$ cat src/rtl/conv_window_sched.sv
// conv_window_sched: walks the output windows of one conv layer. For each window it
// fetches TAPS operand taps, waits for the PE result, and after every VEC results
// (or the last window) hands one result vector downstream.
// Ports:
//   clk, reset          clock, asynchronous active-high reset
//   start, cfg_*        layer start pulse and its width/height/stride configuration
//   busy, done, err     layer in progress, one-cycle end pulse, sticky error flag
//   rd_req/row/col/tap  operand fetch request and window origin/tap address
//   rd_valid            operand tap delivered to the PE this cycle
//   pe_conv_en          PE tap strobe, pe_strd_cyc latched stride, pe_out_en PE result pulse
//   wb_valid/last/ready result vector write-back handshake
module conv_window_sched #(
    parameter int TAPS    = 9,
    parameter int VEC     = 16,
    parameter int TIMEOUT = 64
) (
    input  logic        clk,
    input  logic        reset,
    input  logic        start,
    input  logic [7:0]  cfg_out_w,
    input  logic [7:0]  cfg_out_h,
    input  logic [2:0]  cfg_stride,
    output logic        busy,
    output logic        done,
    output logic        err,
    output logic        rd_req,
    output logic [10:0] rd_row,
    output logic [10:0] rd_col,
    output logic [3:0]  rd_tap,
    input  logic        rd_valid,
    output logic        pe_conv_en,
    output logic [2:0]  pe_strd_cyc,
    input  logic        pe_out_en,
    output logic        wb_valid,
    output logic        wb_last,
    input  logic        wb_ready
);
    typedef enum logic [2:0] {IDLE, FETCH, WAIT_RES, WB, DONE} state_t;

    localparam int CW = $clog2(VEC + 1);
    localparam int TW = $clog2(TIMEOUT + 1);

    state_t        state, state_n;
    logic [7:0]    w, h, row, col;
    logic [2:0]    stride;
    logic [3:0]    tap;
    logic [CW-1:0] res;
    logic [TW-1:0] tmo;
    logic          conv_en, err_q;
    logic          cfg_ok, last_win, tap_end, res_full, tmo_end, wrap;

    assign cfg_ok   = cfg_out_w != 8'd0 && cfg_out_h != 8'd0 && cfg_stride != 3'd0 && cfg_stride <= 3'd4;
    assign last_win = row == h - 8'd1 && col == w - 8'd1;
    assign wrap     = col == w - 8'd1;
    assign tap_end  = tap == 4'(TAPS - 1);
    // The result arriving now is the VEC-th one of the current vector.
    assign res_full = res == CW'(VEC - 1);
    assign tmo_end  = tmo == TW'(TIMEOUT - 1);

    assign busy        = state != IDLE;
    assign done        = state == DONE;
    assign rd_req      = state == FETCH;
    assign wb_valid    = state == WB;
    // Window counters are not advanced before WB, so the current window is the last one included.
    assign wb_last     = state == WB && last_win;
    assign rd_row      = 11'(stride) * 11'(row);
    assign rd_col      = 11'(stride) * 11'(col);
    assign rd_tap      = tap;
    assign pe_conv_en  = conv_en;
    assign pe_strd_cyc = stride;
    assign err         = err_q;

    always_ff @(posedge clk or posedge reset) begin
        if (reset) state <= IDLE;
        else       state <= state_n;
    end

    always_comb begin
        state_n = state;
        case (state)
            IDLE:     state_n = start && cfg_ok ? FETCH : IDLE;
            FETCH:    state_n = rd_valid && tap_end ? WAIT_RES : FETCH;
            WAIT_RES: state_n = pe_out_en ? (res_full || last_win ? WB : FETCH)
                                          : (tmo_end ? DONE : WAIT_RES);
            WB:       state_n = wb_ready ? (last_win ? DONE : FETCH) : WB;
            DONE:     state_n = IDLE;
            default:  state_n = IDLE;
        endcase
    end

    always_ff @(posedge clk or posedge reset) begin
        if (reset) begin
            w       <= '0;
            h       <= '0;
            stride  <= '0;
            row     <= '0;
            col     <= '0;
            tap     <= '0;
            res     <= '0;
            tmo     <= '0;
            conv_en <= 1'b0;
            err_q   <= 1'b0;
        end else begin
            conv_en <= rd_valid && state == FETCH;
            case (state)
                IDLE: if (start) begin
                    if (cfg_ok) begin
                        w      <= cfg_out_w;
                        h      <= cfg_out_h;
                        stride <= cfg_stride;
                        row    <= '0;
                        col    <= '0;
                        tap    <= '0;
                        res    <= '0;
                        err_q  <= 1'b0;
                    end else begin
                        err_q  <= 1'b1;
                    end
                end
                FETCH: begin
                    tmo <= '0;
                    if (rd_valid) tap <= tap_end ? 4'd0 : tap + 4'd1;
                end
                WAIT_RES: if (pe_out_en) begin
                    res <= res + CW'(1);
                    tmo <= '0;
                    if (!(res_full || last_win)) begin
                        col <= wrap ? 8'd0 : col + 8'd1;
                        row <= wrap ? row + 8'd1 : row;
                    end
                end else begin
                    tmo <= tmo + TW'(1);
                    if (tmo_end) err_q <= 1'b1;
                end
                WB: if (wb_ready) begin
                    res <= '0;
                    if (!last_win) begin
                        col <= wrap ? 8'd0 : col + 8'd1;
                        row <= wrap ? row + 8'd1 : row;
                    end
                end
                default: ;
            endcase
            // A stray PE result outside WAIT_RES is flagged and otherwise dropped.
            if (pe_out_en && state != WAIT_RES) err_q <= 1'b1;
        end
    end
endmodule

$ cat config.mk
export PLATFORM = sky130hd
export DESIGN_NAME = conv_window_sched
export DESIGN_NICKNAME = d
export VERILOG_FILES = /design/src/rtl/conv_window_sched.sv
export SDC_FILE = /design/constraint.sdc
export NUM_CORES = 1
export LEC_CHECK = 0
export ABC_AREA = 1
export BUFFER_PORTS_ARGS = -buffer_cell sky130_fd_sc_hd__buf_2
export CAP_MARGIN = 10
export CORE_MARGIN = 3
export CORE_UTILIZATION = 59
export DETAILED_ROUTE_END_ITERATION = 8
export GPL_TIMING_DRIVEN = 0
export PLACE_DENSITY = 0.81
export SYNTH_ARGS = -nofsm -noshare
export SYNTH_HDL_FRONTEND = slang
export SYNTH_SLANG_ARGS = --single-unit
$ cat constraint.sdc
create_clock -name clk -period 4.9 [get_ports clk]
set_input_delay 0.98 -clock clk [delete_from_list [all_inputs] [get_ports clk]]
set_output_delay 0.98 -clock clk [all_outputs]
set_load 0.005 [all_outputs]
; ---- Yosys cells after proc, flatten, opt, wreduce, memory -nomap -nowiden
; Index checks and enable logic that the tools add are counted.
[classes]
addsub = 7
mul = 2
magnitude_cmp = 1
n_eq_ne = 20
mux = 40
reduce_logical = 24
[ops]
columns = op, n
row1 = 8-bit 2-to-1 mux, 12
row2 = 8-bit case mux with 3 select lines, 2
row3 = 3-bit by 8-bit multiplier with 11-bit output, 2
row4 = 5-bit 2-to-1 mux, 4
row5 = "8-bit by 1-bit adder with 8-bit output, second input constant", 2
row6 = 8-bit equality test, 2
row7 = 4-bit 2-to-1 mux, 4
row8 = 8-bit nonzero test, 2
row9 = "8-bit by 1-bit subtractor with 8-bit output, second input constant", 2
row10 = 5-bit case mux with 3 select lines, 1
row11 = 7-bit case mux with 2 select lines, 1
row12 = 3-bit 2-to-1 mux, 4
row13 = 3-bit case mux with 4 select lines, 1
row14 = 3-bit nonzero test, 4
row15 = "2-bit != test, second input constant", 5
row16 = 1-bit logical AND, 9
row17 = "3-bit != test, second input constant", 3
row18 = 4-bit case mux with 2 select lines, 1
row19 = 4-bit AND reduction, 2
row20 = "7-bit by 1-bit adder with 7-bit output, second input constant", 1
row21 = "7-bit by 6-bit equality test with 1-bit output, second input constant", 1
row22 = 7-bit 2-to-1 mux, 1
row23 = 7-bit AND reduction, 1
row24 = "3-bit by 2-bit equality test with 1-bit output, second input constant", 2
row25 = 17 further kinds, 25
[word_totals]
reg_bits = 56
input_bits = 25
out_inout_bits = 36
word_cells = 105

; ---- Longest topological paths before layout
; Gate-level depths: netlist of the first run.
[depth]
word_depth = 8
depth_mapped = 18
ltp_nobuf = 17

; ---- Worst setup path before layout of the first run
; OpenSTA, ideal clock, no wires.
[synth_path]
path_type = reg2out
from = reg stride[2], in the netlist pe_strd_cyc[2]
to = out rd_row[10]
arrival_ns = 2.872
slack_ns = 1.048
stages_incl_launch_ff = 16
n_path_buf = 2
cell_sequence = dfrtp_1 -> clkbuf_1 -> clkbuf_1 -> nand2_1 -> fa_1 -> inv_1 -> ha_1 -> inv_1 -> fa_1 -> o21ai_0 -> a21oi_1 -> nor2_1 -> nor2_1 -> nor2_1 -> nor2_1 -> o21bai_1
[synth_between]
elab_chain_len = 1
[synth_rtl]
columns = item, line
row1 = start: declaration, 45  ; logic [2:0] stride;
row2 = start signal: assignment, 110  ; stride <= cfg_stride;
row3 = 3-bit by 8-bit multiplier with 11-bit output, 66  ; assign rd_row = 11'(stride) * 11'(row);
row4 = end: declaration, 27  ; output logic [10:0] rd_row,
; No other way between the ends.

; ---- Worst setup path after layout of the first run
; Same ends and word-level chain as after synthesis.

==> results.cfg, run 1 <==
[floorplan]
row_count = 31
die_height_um = 94.9
initial_core_util_pct = 62.6
fp.dieArea_um2 = 9000
core_um2 = 7450
io_pins = 61
dieWidth_um = 94.9

[critical_path]
r2r_slack_ns = 2.59
worstPathMaxFanout = 10
worst-endpoint-arrival_ns = 3.64
required_ns = 3.92
crit-reg2reg-launch = h[0]$_DFFE_PP0P_
cp-start-kind = flip-flop
criticalPathCategory = flip-flop to output pin
worstSetupEndpointType = output pin
r2r-end = col[6]$_DFFE_PP0P_
r2r_cells = 16

[placement]
dp_cells = 824
dpl_cell_area_um2 = 5100
pre_cts_slack_ns = 0.510
io_buffers = 60
hpwl_mm = 8.25
gp_congestion = 0.854

[route]
vias_per_cell = 5.19
wl_per_cell_um = 12.3
drt_iter0_drc = 162
wl_mm = 10.2
vias = 4321
drtPass1Iterations = 5
drtAntennaViolNets = 0
drc = 0

[synth]
synth_edf_count = 0
synth_warnings = 0
synth_top_area_cell = dfrtp_1
synth_ff_type = dfrtp_1
synth.most_common_cell = nand2_1
synth_common_cells = 184 x nand2_1, 104 x inv_1, 67 x nor2_1
synthDistinctLibCells = 39
ys_seq_area_share_pct = 30.1
async_reset_ff_share_pct = 100
yosysTopAreaCellShare_pct = 30.1
ys_seq_elements = 56
syn-cell-area_um2 = 4660
syn_avg_cell_area_um2 = 7.02
synth_cells = 664
synthesis.nets = 732
synthTopCellsByArea = dfrtp_1 30%, nand2_1 15%, inv_1 8.4%

[grt]
grt_overflow = 0
antenna_found_initial = 0
grt_pass1_vias = 4021
grtUsageTotal_pct = 23.6
grt_max_degree = 38
grt_pass1_wl_mm = 17.1

[timing]
drv_slew = 0
fmax_mhz = 216
fin_crit_sh_pct = 94.3
fin_crit_ns = 4.62
hold_violations = 0
tightest_slew_ns = 0.482
fin_skew_ns = 0.00544
setup_viol = 0
fin_ws_ns = 0.278
rsz0062_at_grt = no
relSlewSlack_pct = 67.7
fin_setup_tns_ns = 0

[clocking]
tritoncts = built
clk_pin_slew_ns = 0.10
h-tree-depth = 2
ctsRootBufferMaster = clkbuf_8
cts_buffer_depth = 2
cts_buffers = 5
clock_sinks = 56
clk_latency_ns = 0.32

[final_layout]
nNetsFinal = 800
areaGrowthSynthToFinish_pct = 12.2
antenna_cells = 0
stdcell_count = 832
drive_gt1_share_pct = 14.3
fin_area_um2 = 5230
fin_util_pct = 70.2

[job]
maxCapViolCount = 0

[hold_path]
worstHoldPathType = flip-flop to flip-flop
hold_path.startpoint = w[7]$_DFFE_PP0P_
whs_endpoint = w[7]$_DFFE_PP0P_
min_delay_path_depth = 2

[power_and_ir_drop]
power.density_nw_per_um2 = 389
ir_worst_vdd_mv = 0.297
power_leakage_uw = 0.00294

[run_status]
status = finished, final reports clean
[where the power goes]
| group | leakage (µW) | switching, µW | internal (µW) |
|---|---|---|---|
| logic | 0.00214 | 651 | 345 |
| registers | 0.000738 | 127 | 586 |
| clock network | 0.0000614 | 157 | 167 |
[state kept, by name, summed over array words and instances, names as in the netlist]
| name | cells |
|---|---|
| rd_tap | 4 |
| res | 5 |
| pe_conv_en | 1 |
| row | 8 |
| col | 8 |
| tmo | 7 |
| pe_strd_cyc | 3 |
| err | 1 |
| h | 8 |
| state | 3 |
| w | 8 |
[cell families (layout without fill, tap and decap cells)]
family,Yosys count,count (layout),synth area share (%)
flip-flops,56,56,30.1
adder cells (fa/ha/maj),43,43,13.8
AO/OA/AOI/OAI,69,69,7.87
AND/OR/NAND/NOR,332,332,31.0
buffers and inverters,132,201,11.3
XOR/XNOR,32,32,6.01
[how the worst max path moves through the flow]
stage / start / end / cells after the start
floorplan: pe_strd_cyc[2]$_DFFE_PP0P_ / rd_row[10] / 15
global placement: pe_strd_cyc[2]$_DFFE_PP0P_ / rd_row[10] / 16
detailed placement: pe_strd_cyc[1]$_DFFE_PP0P_ / rd_col[10] / 16
CTS: pe_strd_cyc[1]$_DFFE_PP0P_ / rd_col[10] / 16
global route: pe_strd_cyc[2]$_DFFE_PP0P_ / rd_row[10] / 16
finish: pe_strd_cyc[2]$_DFFE_PP0P_ / rd_row[10] / 16
[metrics by stage]
step	hold WS, ns	power (µW)
after floorplan	0.454	1430
after global placement	0.474	1660
after detailed placement	0.483	1710
after CTS	0.507	2030
after global routing	0.539	2210
final	0.506	2030
[placed cells by master, fill, tap and decap left out, types with 2 or more instances in the layout]
cell type	count
nand4_1	17
buf_4	2
nand2_4	2
o21ai_2	2
inv_2	6
buf_2	64
o21bai_1	2
clkbuf_8	6
dfrtp_1	56
inv_1	103
and3_1	2
nor2_1	67
o22ai_1	3
ha_1	29
xnor2_1	10
nand2_2	3
nor2_4	3
nand2_1	184
xor2_1	22
o21ai_1	2
fa_1	14
nand3_1	37
or2_2	2
clkbuf_2	4
clkbuf_1	9
o21ai_0	39
a21oi_1	19
nor3_1	9
[critical path, stage by stage (launching register included)]
cell and delay (ns):
dfrtp_1 0.38, clkbuf_1 0.34, clkbuf_2 0.31, nand2_1 0.11, fa_1 0.48, inv_1 0.07, ha_1 0.16, inv_1 0.06
fa_1 0.40, o21ai_0 0.28, a21oi_1 0.10, nor2_1 0.14, nor2_1 0.06, nor2_1 0.13, nor2_1 0.06, o21bai_1 0.12
buf_2 0.13
[layout make-up]
| class | instances | area, µm² |
|---|---|---|
| repair buffers | 61 | 320 |
| flip-flops and latches | 56 | 1400 |
| multi-input cells | 476 | 2730 |
| fillers | 647 | 2220 |
| plain buffers | 20 | 100 |
| clock buffers | 6 | 82.6 |
| inverters | 112 | 428 |
| well taps | 99 | 124 |
| clock inverters | 2 | 38.8 |
[what timing repair did]
action	in CTS	in global routing
hold endpoints to repair	0	0
setup buffers	0	0
hold buffers	0	0
setup endpoints to repair	0	4
resized for setup	0	4
[routing by layer]
metal / vias to the layer above / routed length, µm / track usage (%)
met5: - / 0 / 0
met3: 6 / 496 / 3.27
met1: 2013 / 4480 / 28.5
li1: 2199 / - / -
met2: 103 / 5150 / 43.2
met4: 0 / 82 / 6.97
(Power assumes the default switching activity.)
==> run 2, diff against run 1 <==
Settings changed: CELL_PAD_IN_SITES_DETAIL_PLACEMENT set to 1, CELL_PAD_IN_SITES_GLOBAL_PLACEMENT set to 2, CORE_UTILIZATION 59 to 33, GPL_TIMING_DRIVEN 0 to unset, PLACE_DENSITY 0.81 to unset, PLACE_DENSITY_LB_ADDON set to 0.1.
==> results.cfg, run 2 (synthesis gave the netlist of run 1 again) <==
[route]
vias_per_cell = 4.74
drt_iter0_drc = 153
drc = 0
drtPass1Iterations = 4
wl_per_cell_um = 13.6
vias = 4222
wl_mm = 12.1
drtAntennaViolNets = 0

[clocking]
clock_sinks = 56
clk_latency_ns = 0.30
h-tree-depth = 2
ctsRootBufferMaster = clkbuf_16
post_cts_hold_buffer_count = 0
tritoncts = built
cts_resized = 0
cts_buffers = 5
cts_setup_buffers = 0
cts_buffer_depth = 2
clk_pin_slew_ns = 0.07

[grt]
grtUsageTotal_pct = 16.1
grt_pass1_wl_mm = 21.2
grt_pass1_vias = 4490
met1_usage_pct = 21.5
grtUsageMet3_pct = 2.36
grt_max_degree = 35
grt_util_met2_pct = 27.9
grt_overflow = 0
busiest_layer = met2
antenna_found_initial = 0

[final_layout]
areaGrowthSynthToFinish_pct = 12.9
nFillCells = 1739
regArea_um2 = 1400
layout_commonest_cell = nand2_1
nNetsFinal = 781
stdcell_count = 890
antenna_cells = 0
layout_common_cells = 184 x nand2_1, 103 x inv_1, 67 x nor2_1
multi_input_comb_area_um2 = 2730
drive_gt1_share_pct = 13.2
fin_area_um2 = 5260

[timing]
setup_viol = 0
hold_violations = 0
tightest_slew_ns = 0.569
drv_slew = 0
relSlewSlack_pct = 62.1
fin_ws_ns = 0.570
fin_crit_ns = 4.33
rsz0062_at_grt = no
fmax_mhz = 231
fin_skew_ns = 0.00496
fin_setup_tns_ns = 0
fin_crit_sh_pct = 88.4

[floorplan]
fp.dieArea_um2 = 15600
die_height_um = 125
io_pins = 61
row_count = 42
dieWidth_um = 125
initial_core_util_pct = 34.5
core_um2 = 13500

[placement]
dp_cells = 882
hpwl_mm = 9.96
dpl_cell_area_um2 = 5100
pre_cts_slack_ns = 0.812
gp_congestion = 0.790
io_buffers = 60

[critical_path]
cpMostUsedCell = nor2_1
timing.critical_path.buf_inv = 3
path_delay_family = adder cells
worstSetupEndpointType = output pin
criticalPathCategory = flip-flop to output pin
critPathMaxStageDelay_ns = 0.70
required_ns = 3.92
r2r_cells = 16
cp-start-kind = flip-flop
worst-endpoint-arrival_ns = 3.35
crit_chain = nand2_1, fa_1, inv_1, ha_1, inv_1, fa_1, o21ai_0, a21oi_1, nor2_1, nor2_1, nor2_1, nor2_1, o21bai_1, buf_2
cp.depth = 14
critPathSlowestCell = dfrtp_1
worstPathMaxFanout = 18

[power_and_ir_drop]
power_frac_clock_pct = 19.6
power.switching_uw = 950
seq_power_share_pct = 36.9
ir_worst_vdd_mv = 0.217
combPwrFrac_pct = 43.5
p_int_uw = 1150
p_sw_share_pct = 45.3
power.total_uw = 2100
power.density_nw_per_um2 = 399
power_leakage_uw = 0.00289

[run_status]
status = finished, final reports clean

[hold_path]
worstHoldPathType = flip-flop to flip-flop
min_delay_path_depth = 2

[job]
maxCapViolCount = 0
[run 2: cell count changes in the layout (fill, tap and decap cells not counted)]
cell | previous run | this run
clkbuf_1 | 9 | 1
clkbuf_8 | 6 | 0
clkinv_4 | 1 | 0
buf_6 | 1 | 0
clkinv_2 | 0 | 1
clkbuf_16 | 0 | 5
clkbuf_2 | 4 | 0
buf_2 | 64 | 60
buf_12 | 1 | 0
[run 2: worst register-to-register path, delay by kind of cell (launching register included)]
family	cells	cell delay [ns]
AOI/OAI and AO/OA	1	0.08
adders and majority gates	1	0.17
buffers and inverters	2	0.16
DFF	1	0.39
and+or+nand+nor	12	1.45
[run 2: worst paths after layout]
kind	end	slack [ns]	from
min reg2reg	w[7]$_DFFE_PP0P_	0.49	w[7]$_DFFE_PP0P_
max in group asynchronous	col[6]$_DFFE_PP0P_	3.38	reset
max	rd_row[10]	0.57	pe_strd_cyc[2]$_DFFE_PP0P_
max reg2reg	col[4]$_DFFE_PP0P_	2.57	h[0]$_DFFE_PP0P_
min	w[7]$_DFFE_PP0P_	0.49	w[7]$_DFFE_PP0P_
min in group asynchronous	rd_tap[2]$_DFFE_PP0P_	0.70	reset
[run 2: power groups by stage]
stage | clock network [µW] | registers (µW) | logic [µW]
2_1_floorplan | 0 | 693 | 738
3_3_place_gp | 0 | 777 | 904
3_5_place_dp | 0 | 787 | 932
4_1_cts | 422 | 778 | 937
5_1_grt | 445 | 804 | 1070
6_report | 411 | 774 | 912
[run 2: layout make-up]
| cell class | instances | share of cell area (%) |
|---|---|---|
| repair buffers | 62 | 5.99 |
| inverters | 112 | 8.13 |
| flip-flops and latches | 56 | 26.6 |
| clock inverters | 2 | 0.666 |
| well taps | 176 | 4.19 |
| clock buffers | 6 | 2.45 |
| multi-input cells | 476 | 51.9 |
[run 2: per-layer routing]
layer	routed length [µm]	part of all wire [%]	vias up
li1	-	-	2158
met1	5990	49	2002
met2	5700	47	55
met3	331	2.7	7
met4	109	0.90	0
met5	0	0	-
[run 2: stage by stage]
stage / hold slack [ns] / util (%)
floorplan: 0.454 / -
global placement: 0.476 / 37.7
detailed placement: 0.486 / 37.7
CTS: 0.503 / 39.0
global route: 0.524 / 39.0
finish: 0.495 / 39.0
==> run 3, diff against run 2 <==
Settings changed: CORE_MARGIN 3 to 5.
==> results.cfg, run 3 (synthesis gave the netlist of run 1 again) <==
[final_layout]
nNetsFinal = 781
multi_input_comb_area_um2 = 2730
layout_common_cells = 184 x nand2_1, 103 x inv_1, 67 x nor2_1
stdcell_count = 893
drive_gt1_share_pct = 13.2
layout_commonest_cell = nand2_1
regArea_um2 = 1400
antenna_cells = 0
areaGrowthSynthToFinish_pct = 12.5
nFillCells = 1812

[critical_path]
r2r_slack_ns = 2.57
worst-endpoint-arrival_ns = 3.46
required_ns = 3.92
cp-start-kind = flip-flop
worstSetupEndpointType = output pin
r2r_cells = 16
criticalPathCategory = flip-flop to output pin
worstPathMaxFanout = 18
endpoint = rd_row[10]
r2r-end = col[4]$_DFFE_PP0P_
crit_start = pe_strd_cyc[2]$_DFFE_PP0P_
crit-reg2reg-launch = h[0]$_DFFE_PP0P_

[route]
drt_iter0_drc = 129
vias_per_cell = 4.77
wl_mm = 12.3
wl_per_cell_um = 13.8
vias = 4260
drc = 0
drtAntennaViolNets = 0
drtPass1Iterations = 4

[clocking]
cts_buffers = 5
cts_setup_buffers = 0
clock_sinks = 56
post_cts_hold_buffer_count = 0
cts_resized = 0
cts_buffer_depth = 2
clk_pin_slew_ns = 0.07
clk_latency_ns = 0.30
ctsRootBufferMaster = clkbuf_16
tritoncts = built
h-tree-depth = 2

[timing]
drv_slew = 0
fin_crit_sh_pct = 90.5
setup_viol = 0
rsz0062_at_grt = no
tightest_slew_ns = 0.587
fin_skew_ns = 0.00852
relSlewSlack_pct = 60.9
timing.hold.ws_ns = 0.501
fmax_mhz = 225
hold_violations = 0
fin_setup_tns_ns = 0
fin_crit_ns = 4.44

[hold_path]
worstHoldPathType = flip-flop to flip-flop

[floorplan]
row_count = 43
die_height_um = 129
fp.dieArea_um2 = 16600
initial_core_util_pct = 33.6
core_um2 = 13900
dieWidth_um = 129
io_pins = 61

[grt]
grt_overflow = 0
grt_pass1_vias = 4508
grtUsageTotal_pct = 15.5
grt_pass1_wl_mm = 21.3
antenna_found_initial = 0
grt_max_degree = 42

[power_and_ir_drop]
power_frac_clock_pct = 17.3
seq_power_share_pct = 37.8
p_sw_share_pct = 46.8
combPwrFrac_pct = 44.8
ir_worst_vdd_mv = 0.205
power.density_nw_per_um2 = 391
power.switching_uw = 959
power.total_uw = 2050
p_int_uw = 1090
power_leakage_uw = 0.00288

[placement]
dp_cells = 886
gp_congestion = 0.815
hpwl_mm = 10.0
io_buffers = 60

[job]
maxCapViolCount = 0

[run_status]
status = finished, final reports clean
run 3: layout make-up:
class                           instances  area share (%)
Inverter                              112            8.17
Clock inverter                          2           0.239
Sequential cell                        56            26.7
Multi-Input combinational cell        476            52.1
Tap cell                              180            4.30
Clock buffer                            5            2.39
Timing Repair Buffer                   62            6.02
run 3: power groups by stage:
stage	combinational (µW)	clock (µW)	sequential (µW)
2_1_floorplan	738	0	693
3_3_place_gp	910	0	774
3_5_place_dp	936	0	787
4_1_cts	942	371	778
5_1_grt	1060	394	806
6_report	919	355	776
run 3: critical path, cell delays in order, from the launching register on:
cell and delay [ns]:
dfrtp_1 0.72, nand2_1 0.16, fa_1 0.49, inv_1 0.07, ha_1 0.17, inv_1 0.06
fa_1 0.41, o21ai_0 0.34, a21oi_1 0.11, nor2_1 0.14, nor2_1 0.06, nor2_1 0.12
nor2_1 0.06, o21bai_1 0.12, buf_2 0.13
run 3: how the worst min path moves through the flow:
stage                                  start            endpoint  slack [ns]  cells after the start
after floorplan           tmo[6]$_DFFE_PP0P_  tmo[6]$_DFFE_PP0P_        0.45                      2
after global placement       err$_DFFE_PP0P_     err$_DFFE_PP0P_        0.47                      2
after detailed placement    w[7]$_DFFE_PP0P_    w[7]$_DFFE_PP0P_        0.49                      2
after CTS                   w[7]$_DFFE_PP0P_    w[7]$_DFFE_PP0P_        0.50                      2
after global routing        h[7]$_DFFE_PP0P_    h[7]$_DFFE_PP0P_        0.53                      2
final                       w[7]$_DFFE_PP0P_    w[7]$_DFFE_PP0P_        0.50                      2
run 3: metrics by stage:
| stage | cell area (µm²) | util, % | setup WS [ns] |
|---|---|---|---|
| after global placement | 5100 | 36.8 | 0.957 |
| after floorplan | 4660 | - | 1.05 |
| final | 5240 | 37.8 | 0.463 |
| after CTS | 5240 | 37.8 | 0.435 |
| after detailed placement | 5100 | 36.8 | 0.769 |
| after global routing | 5240 | 37.8 | 0.137 |
run 3: metal layers:
metal	vias up	GRT usage, %	part of all wire (%)
met5	-	0	0
met4	0	2.96	0.84
met3	9	2.08	2.8
met2	52	27.3	48
met1	2040	20.4	48
li1	2159	-	-
